**src/rtl/booth_controller.sv**
```systemverilog
// Control FSM for a radix-2 Booth multiplier (8-bit operands).
// Sequences operand loading, add/subtract into the accumulator and the
// arithmetic right shift of A/Q/Q-1, using an external iteration counter.
// All strobes are Moore outputs decoded from the state register alone.
module booth_controller #(
  parameter int CNT_W = 4
) (
  input  logic             clk,
  input  logic             rst,
  input  logic             start,
  input  logic             q0,
  input  logic             qm1,
  input  logic [CNT_W-1:0] count,
  output logic             ldA,
  output logic             clrA,
  output logic             sftA,
  output logic             ldQ,
  output logic             clrQ,
  output logic             sftQ,
  output logic             ldM,
  output logic             clrff,
  output logic             addsub,
  output logic             ldcnt,
  output logic             decr,
  output logic             busy,
  output logic             done
);

  typedef enum logic [2:0] {
    IDLE  = 3'd0,
    LDM   = 3'd1,
    LDQ   = 3'd2,
    EVAL  = 3'd3,
    ADD   = 3'd4,
    SUB   = 3'd5,
    SHIFT = 3'd6,
    DONE  = 3'd7
  } state_t;

  state_t state_q, state_d;

  // State register with synchronous active-high reset
  always_ff @(posedge clk) begin
    if (rst) state_q <= IDLE;
    else     state_q <= state_d;
  end

  // Next-state logic; in EVAL the count check outranks the Booth pair
  always_comb begin
    state_d = IDLE;
    case (state_q)
      IDLE:  state_d = start ? LDM : IDLE;
      LDM:   state_d = LDQ;
      LDQ:   state_d = EVAL;
      EVAL: begin
        if (count == '0)             state_d = DONE;
        else if ({q0, qm1} == 2'b01) state_d = ADD;
        else if ({q0, qm1} == 2'b10) state_d = SUB;
        else                         state_d = SHIFT;
      end
      ADD:   state_d = SHIFT;
      SUB:   state_d = SHIFT;
      SHIFT: state_d = EVAL;
      DONE:  state_d = start ? DONE : IDLE;
      default: state_d = IDLE;
    endcase
  end

  // Moore output decode; every strobe defaults low
  always_comb begin
    ldA    = 1'b0;
    clrA   = 1'b0;
    sftA   = 1'b0;
    ldQ    = 1'b0;
    clrQ   = 1'b0;
    sftQ   = 1'b0;
    ldM    = 1'b0;
    clrff  = 1'b0;
    addsub = 1'b0;
    ldcnt  = 1'b0;
    decr   = 1'b0;
    busy   = 1'b0;
    done   = 1'b0;
    case (state_q)
      LDM: begin
        ldM   = 1'b1;
        clrA  = 1'b1;
        clrff = 1'b1;
        ldcnt = 1'b1;
        busy  = 1'b1;
      end
      LDQ: begin
        ldQ  = 1'b1;
        busy = 1'b1;
      end
      EVAL: busy = 1'b1;
      ADD: begin
        ldA    = 1'b1;
        addsub = 1'b1;
        busy   = 1'b1;
      end
      SUB: begin
        ldA  = 1'b1;
        busy = 1'b1;
      end
      SHIFT: begin
        sftA = 1'b1;
        sftQ = 1'b1;
        decr = 1'b1;
        busy = 1'b1;
      end
      DONE: done = 1'b1;
      default: ;
    endcase
  end

endmodule

```
**config.mk**
```make
export PLATFORM = sky130hd
export DESIGN_NAME = booth_controller
export DESIGN_NICKNAME = d
export VERILOG_FILES = /design/src/rtl/booth_controller.sv
export SDC_FILE = /design/constraint.sdc
export NUM_CORES = 1
export LEC_CHECK = 0
export CAP_MARGIN = 5
export CORE_AREA = 5 5 42 44
export CTS_BUF_LIST = sky130_fd_sc_hd__clkbuf_8
export CTS_CLUSTER_DIAMETER = 120
export CTS_CLUSTER_SIZE = 10
export DETAILED_ROUTE_END_ITERATION = 6
export DIE_AREA = 0 0 47 49
export PLACE_DENSITY = 0.61
export SYNTH_ARGS = -nofsm -noshare
export SYNTH_HDL_FRONTEND = slang
export SYNTH_SLANG_ARGS = --single-unit
```
**constraint.sdc**
```tcl
create_clock -name clk -period 1.3 [get_ports clk]
set_input_delay 0.195 -clock clk [delete_from_list [all_inputs] [get_ports clk]]
set_output_delay 0.195 -clock clk [all_outputs]
set_load 0.05 [all_outputs]
```
[Word level (Yosys, flattened, before mapping)]
Cells that the tools add are included.
Cells by class
  multiplexer cells: 13
  equality and inequality tests: 9
  reductions and logical operators: 5
Operator list (count)
  $pmux 3 s6: 1
  $eq 3x3->1 const B: 4
  $mux 1: 8
  $eq 3x2->1 const B: 2
  $mux 2: 3
  $reduce_or 6->1: 1
  $logic_not 4->1: 1
  $reduce_or 2->1: 2
  $eq 3x1->1 const B: 1
  $logic_not 3->1: 1
  $mux 3: 1
  $eq 2x1->1 const B: 1
  $eq 2x2->1 const B: 1
Storage, ports and cells
  output and inout bits: 13
  word-level logic and storage cells: 28
  input port bits: 9
  register bits after elaboration: 3

[Depth between registers and ports, before layout]
Gate-level depths: netlist (run 1).
  word-level depth: 5
  gate-level depth with buffers: 4
  gate-level depth less buffers: 4

[Least setup slack after synthesis (run 1)]
No wires, ideal clock.
  kind: reg-to-output
  start: register state_q[0]
  end: output clrff
  data required time: 1105 ps
  setup slack: -1037 ps
  buffers on the path: 1
  arrival: 2142 ps
  cell stages (with the launch flop): 3
  path through: dfxtp_1 nor3b_1 buf_4
On the way
  longest elaborated chain between the ends: 2
Ends and longest elaborated chain
  from (decl): RTL line 40  | state_t state_q, state_d;
  from (signal assigned): RTL line 45  | else state_q <= state_d;
  $eq 3x1->1
  $mux 1
  to (decl): RTL line 21  | output logic clrff,
No other way between the ends.

[Worst setup path in the final report (run 1)]
  start: register state_q[1]
  end: output addsub
On the way
  longest elaborated chain between the ends: 2
Ends and longest elaborated chain
  $eq 3x3->1: RTL line 84  | case (state_q)
  $mux 1: RTL line 84
  to (decl): RTL line 22  | output logic addsub,
No other way between the ends.

==> flow_metrics.tcl, run 1 <==
set metrics [dict create \
    yosysTopAreaCellShare_pct 20.17 \
    synthTopCellsByArea "dfxtp_1 20%, buf_4 15%, buf_6 7.6%" \
    ant_nets 0 \
    fin_crit_ns 1.310 \
    initial_core_util_pct 21.25 \
    crit_fanout 7 \
    hpwlAfterDp_um 613.1 \
    io_pins 22 \
    drv_cap 0 \
    critical_path.startpoint "state_q[1]" \
    place.gp.congestion 0.7755 \
    setup_violations 2 \
    critPathKind "reg2out" \
    overflow 0 \
    grt_antenna_before_repair 0 \
    die_area_um2 2303 \
    grt_max_degree 8 \
    grt_usage_pct 6.610 \
    rsz0062_at_grt "yes" \
    clockBufferDepth 2 \
    num_vias 320 \
    area_growth_pct 144.1 \
    min_from "rst" \
    yosys.cell_types.count 21 \
    clk_pin_slew_worst_paths_ns 0.03 \
    yosysTopAreaCell "dfxtp_1" \
    ys_warn_count 0 \
    worstPathArrival_ns 1.11 \
    first_global_vias 317 \
    syn_inst 35 \
    pre_cts_ws_ns -0.1243 \
    finClkSkew_ns 0.0008465 \
    drive_gt1_share_pct 58.62 \
    powerDensity_nw_per_um2 1151 \
    layout.nets 69 \
    mostFrequentLayoutCell "buf_12" \
    drt_iter0_markers 1 \
    hold_viol 0 \
    syn_avg_cell_area_um2 8.508 \
    reg_top3 "state_q (3)" \
    htreeDepth 1 \
    fill_cells 139 \
    crit_required_ns 1.11 \
    drc 0 \
    placed_cells 67 \
    io_buffers 20 \
    status "finished with violations" \
    power_leakage_nw 0.2987 \
    mostFrequentLayoutCells "13 x buf_12, 8 x clkdlybuf4s50_1, 6 x buf_4, 3 x clkbuf_8, 3 x dfxtp_4" \
    die_h_um 49 \
    grt_pass1_wl_um 1152 \
    viasPerCell 4.324 \
    wl_um 738 \
    fmax_mhz 763.4 \
    largest_reg_flops 3 \
    violations "negative setup slack" \
    end_kind "output port" \
    numCtsBuffers 3 \
    root_buffer "clkbuf_8" \
    final_cells 74 \
    ys_seq_area_share_pct 20.17 \
    r2r_start "state_q[2]" \
    fp-row-count 14 \
    diodes 0 \
    ys_seq_elements 3 \
    die_w_um 47 \
    hold_class "in2reg" \
    fin_ws_ns -0.009957 \
    core-area_um2 1401 \
    wire_per_inst_um 9.973 \
    finalSetupTns_ns -0.01439 \
    clkLatencyLatePin_ns 0.21 \
    cts_sinks 3 \
    syn-num-nets 45 \
    regMostFlops "state_q" \
    ir_drop_mv 0.4752 \
    slew_viol_final 0 \
    start_kind "flop" \
    tritoncts "yes" \
    final_min_period_over_clock_period_pct 100.8 \
    syn-cell-area_um2 297.8 \
    drt_first_pass_iters 2 \
    worst-r2r-setup-slack_ns 0.24 \
]
worst max-delay path: stages, from the launching register on:
cell and delay (ns):
dfxtp_4 0.36, and2b_2 0.24, nor2b_4 0.16, buf_12 0.14
kinds of logic after synthesis:
kind of cell               share of synthesized area [%]
AOI/OAI and AO/OA                                  9.245
adders and majority gates                          4.201
buffers and inverters                              23.95
DFF                                                20.17
other                                              1.259
and+or+nand+nor                                    41.17
metrics by stage:
step	utilization [%]	power [W]	hold slack [ns]	area [um^2]
2_1_floorplan	-	0.0003667	0.2570	341.6
3_3_place_gp	46.34	0.0005574	0.6162	649.4
3_5_place_dp	46.34	0.0005614	0.6186	649.4
4_1_cts	51.70	0.0008497	0.5836	724.4
5_1_grt	51.88	0.0008697	0.6083	726.9
6_report	51.88	0.0008365	0.5810	726.9
where the power goes:
group	total [W]	leakage (nW)	switching [W]	internal, W
clock	0.000260	0.0269	0.0000589	0.000201
combinational	0.000451	0.245	0.000214	0.000237
sequential	0.000126	0.0267	0.0000201	0.000105
per-layer routing:
layer / track usage [%] / vias to the layer above / wire, um
li1: - / 159 / -
met1: 5.689 / 148 / 239
met2: 12.67 / 13 / 431
met3: 0 / 0 / 67
met4: 5.530 / 0 / 0
met5: 0 / - / 0
cell usage after synthesis:
library cell	n
and3_1	1
buf_4	6
inv_1	1
nor3b_1	2
nand2b_4	1
and3b_1	1
buf_6	2
and2b_1	1
nor4_1	2
nor3_1	1
o211ai_1	1
ha_1	1
nor2b_1	2
o21bai_1	1
nand2_1	1
nor4_4	1
dfxtp_1	3
a31oi_1	2
nand3_1	1
conb_1	1
nor2_1	3
repair_timing:
action / in CTS / in global routing
hold buffers: 0 / 0
gates resized for setup: 4 / 1
setup endpoints to repair: 12 / 10
setup buffers: 3 / 0
cell type report:
cell class | count | area [um^2] | share of cell area (%)
sequential | 3 | 71.32 | 9.811
multi-input combinational | 23 | 201.4 | 27.71
timing repair buffer | 27 | 385.4 | 53.01
inverter | 1 | 3.754 | 0.5164
clock inverter | 1 | 3.754 | 0.5164
tap | 16 | 20.02 | 2.754
clock buffer | 3 | 41.29 | 5.680
worst paths after layout:
path | cells after the start | end
worst min-delay path | 2 | state_q[2]
worst max-delay path | 3 | addsub
worst max register to register | 4 | state_q[1]
worst min register to register | 3 | state_q[2]
(Power assumes the default switching activity.)
==> inputs of run 2 (changes only) <==
==> constraint.sdc (replaced) <==
create_clock -name clk -period 1.7 [get_ports clk]
set_input_delay 0.255 -clock clk [delete_from_list [all_inputs] [get_ports clk]]
set_output_delay 0.255 -clock clk [all_outputs]
set_load 0.05 [all_outputs]
==> flow_metrics.tcl, run 2 (same netlist as run 1, synthesis figures left out) <==
set metrics [dict create \
    diodes 0 \
    ir_drop_mv 0.3704 \
    mostFrequentLayoutCells "12 x buf_12, 8 x clkdlybuf4s50_1, 3 x clkbuf_8" \
    start_kind "flop" \
    status "completed" \
    pwr-share-comb_pct 49.1 \
    io_pins 22 \
    fin_crit_ns 1.554 \
    tritoncts "yes" \
    finClkSkew_ns 0.002010 \
    wl_um 665 \
    critPathKind "reg2out" \
    grt_max_degree 12 \
    grt_antenna_before_repair 0 \
    fp-row-count 14 \
    final_min_period_over_clock_period_pct 91.41 \
    p_int_w 0.0003724 \
    postCtsSetupBuffers 0 \
    numCtsBuffers 3 \
    p_seq_share_pct 17.1 \
    fill_cells 141 \
    drv_cap 0 \
    power_leakage_nw 0.2647 \
    core-area_um2 1401 \
    finalSetupTns_ns 0 \
    drive_gt1_share_pct 44.23 \
    area_growth_pct 114.7 \
    drc 0 \
    largest_reg_flops 3 \
    fin_hold_ws_ns 0.6184 \
    viasPerCell 4.309 \
    grt_pass1_wl_um 1090 \
    cts_sinks 3 \
    switchingPower_w 0.0002098 \
    clkLatencyLatePin_ns 0.21 \
    regMostFlops "state_q" \
    ant_nets 0 \
    hpwlAfterDp_um 572.8 \
    hold_viol 0 \
    place.gp.congestion 0.7154 \
    end_kind "output port" \
    worstPathArrival_ns 1.30 \
    fmax_mhz 643.5 \
    clockBufferDepth 2 \
    crit_required_ns 1.44 \
    layout.nets 63 \
    grt_usage_pct 6.474 \
    hold_class "reg2reg" \
    crit_fanout 11 \
    root_buffer "clkbuf_8" \
    slew_viol_final 0 \
    die_h_um 49 \
    clk_pin_slew_worst_paths_ns 0.03 \
    htreeDepth 1 \
    powerDensity_nw_per_um2 910.5 \
    swShare_pct 36.04 \
    reg_top3 "state_q (3)" \
    p_clk_share_pct 33.8 \
    initial_core_util_pct 21.25 \
    drt_first_pass_iters 2 \
    drt_iter0_markers 4 \
    num_vias 293 \
    io_buffers 20 \
    rsz0062_at_grt "no" \
    mostFrequentLayoutCell "buf_12" \
    wire_per_inst_um 9.779 \
    die_area_um2 2303 \
    setup_violations 0 \
    die_w_um 47 \
    overflow 0 \
    first_global_vias 261 \
]
run 2: changes by cell type in the layout (fill, tap and decap cells not counted), sizes merged:
| cell | change |
|---|---|
| buf | -6 |
run 2: through the flow:
step           total power [W]  worst slack, ns  util, %  instance area (um^2)  instances
2_1_floorplan        0.0002613          -0.1082        -                 312.8         35
3_3_place_gp         0.0003867           0.2405    42.32                 593.1         64
3_5_place_dp         0.0003894           0.2198    42.32                 593.1         64
4_1_cts              0.0005928          0.04578    45.54                 638.1         68
5_1_grt              0.0006160          0.04659    45.63                 639.4         68
6_report             0.0005821           0.1461    45.63                 639.4         68
run 2: layer usage:
| layer | vias to the layer above | part of all wire, % | global-route usage, % |
|---|---|---|---|
| met3 | 2 | 10 | 2.214 |
| li1 | 150 | - | - |
| met2 | 15 | 51 | 8.597 |
| met5 | - | 0 | 0 |
| met1 | 126 | 37 | 8.553 |
| met4 | 0 | 1.2 | 4.147 |
run 2: repair_timing:
item / in CTS / in global routing
endpoints found under the setup margin: 0 / 1
gates resized for setup: 0 / 1
hold endpoints to repair: 0 / 0
hold buffers: 0 / 0
run 2: critical path, stage by stage (launching register included):
cell,delay [ns]
dfxtp_1,0.48
and2b_1,0.27
nor2b_2,0.18
buf_12,0.16
run 2: layout make-up:
class / count / area [um^2] / share of cell area [%]
multi-input combinational: 23 / 181.4 / 28.38
tap: 16 / 20.02 / 3.131
inverter: 1 / 3.754 / 0.5871
clock inverter: 1 / 3.754 / 0.5871
sequential: 3 / 61.31 / 9.589
clock buffer: 3 / 41.29 / 6.458
timing repair buffer: 21 / 327.8 / 51.27
run 2: path summary, 6_finish.rpt:
path | startpoint | endpoint | slack (ns) | cells past startpoint
worst max-delay path | state_q[1] | addsub | 0.15 | 3
worst min-delay path | state_q[1] | state_q[0] | 0.62 | 2
worst max register to register | state_q[1] | state_q[1] | 0.64 | 3
worst min register to register | state_q[1] | state_q[0] | 0.62 | 2
run 2: power by group through the flow:
stage | Sequential [W] | Clock [W] | Combinational (W)
global placement | 0.000100 | 0 | 0.000287
detailed placement | 0.000101 | 0 | 0.000288
global route | 0.000103 | 0.000216 | 0.000296
floorplan | 0.0000876 | 0 | 0.000174
finish | 0.0000998 | 0.000197 | 0.000286
CTS | 0.0000998 | 0.000204 | 0.000289
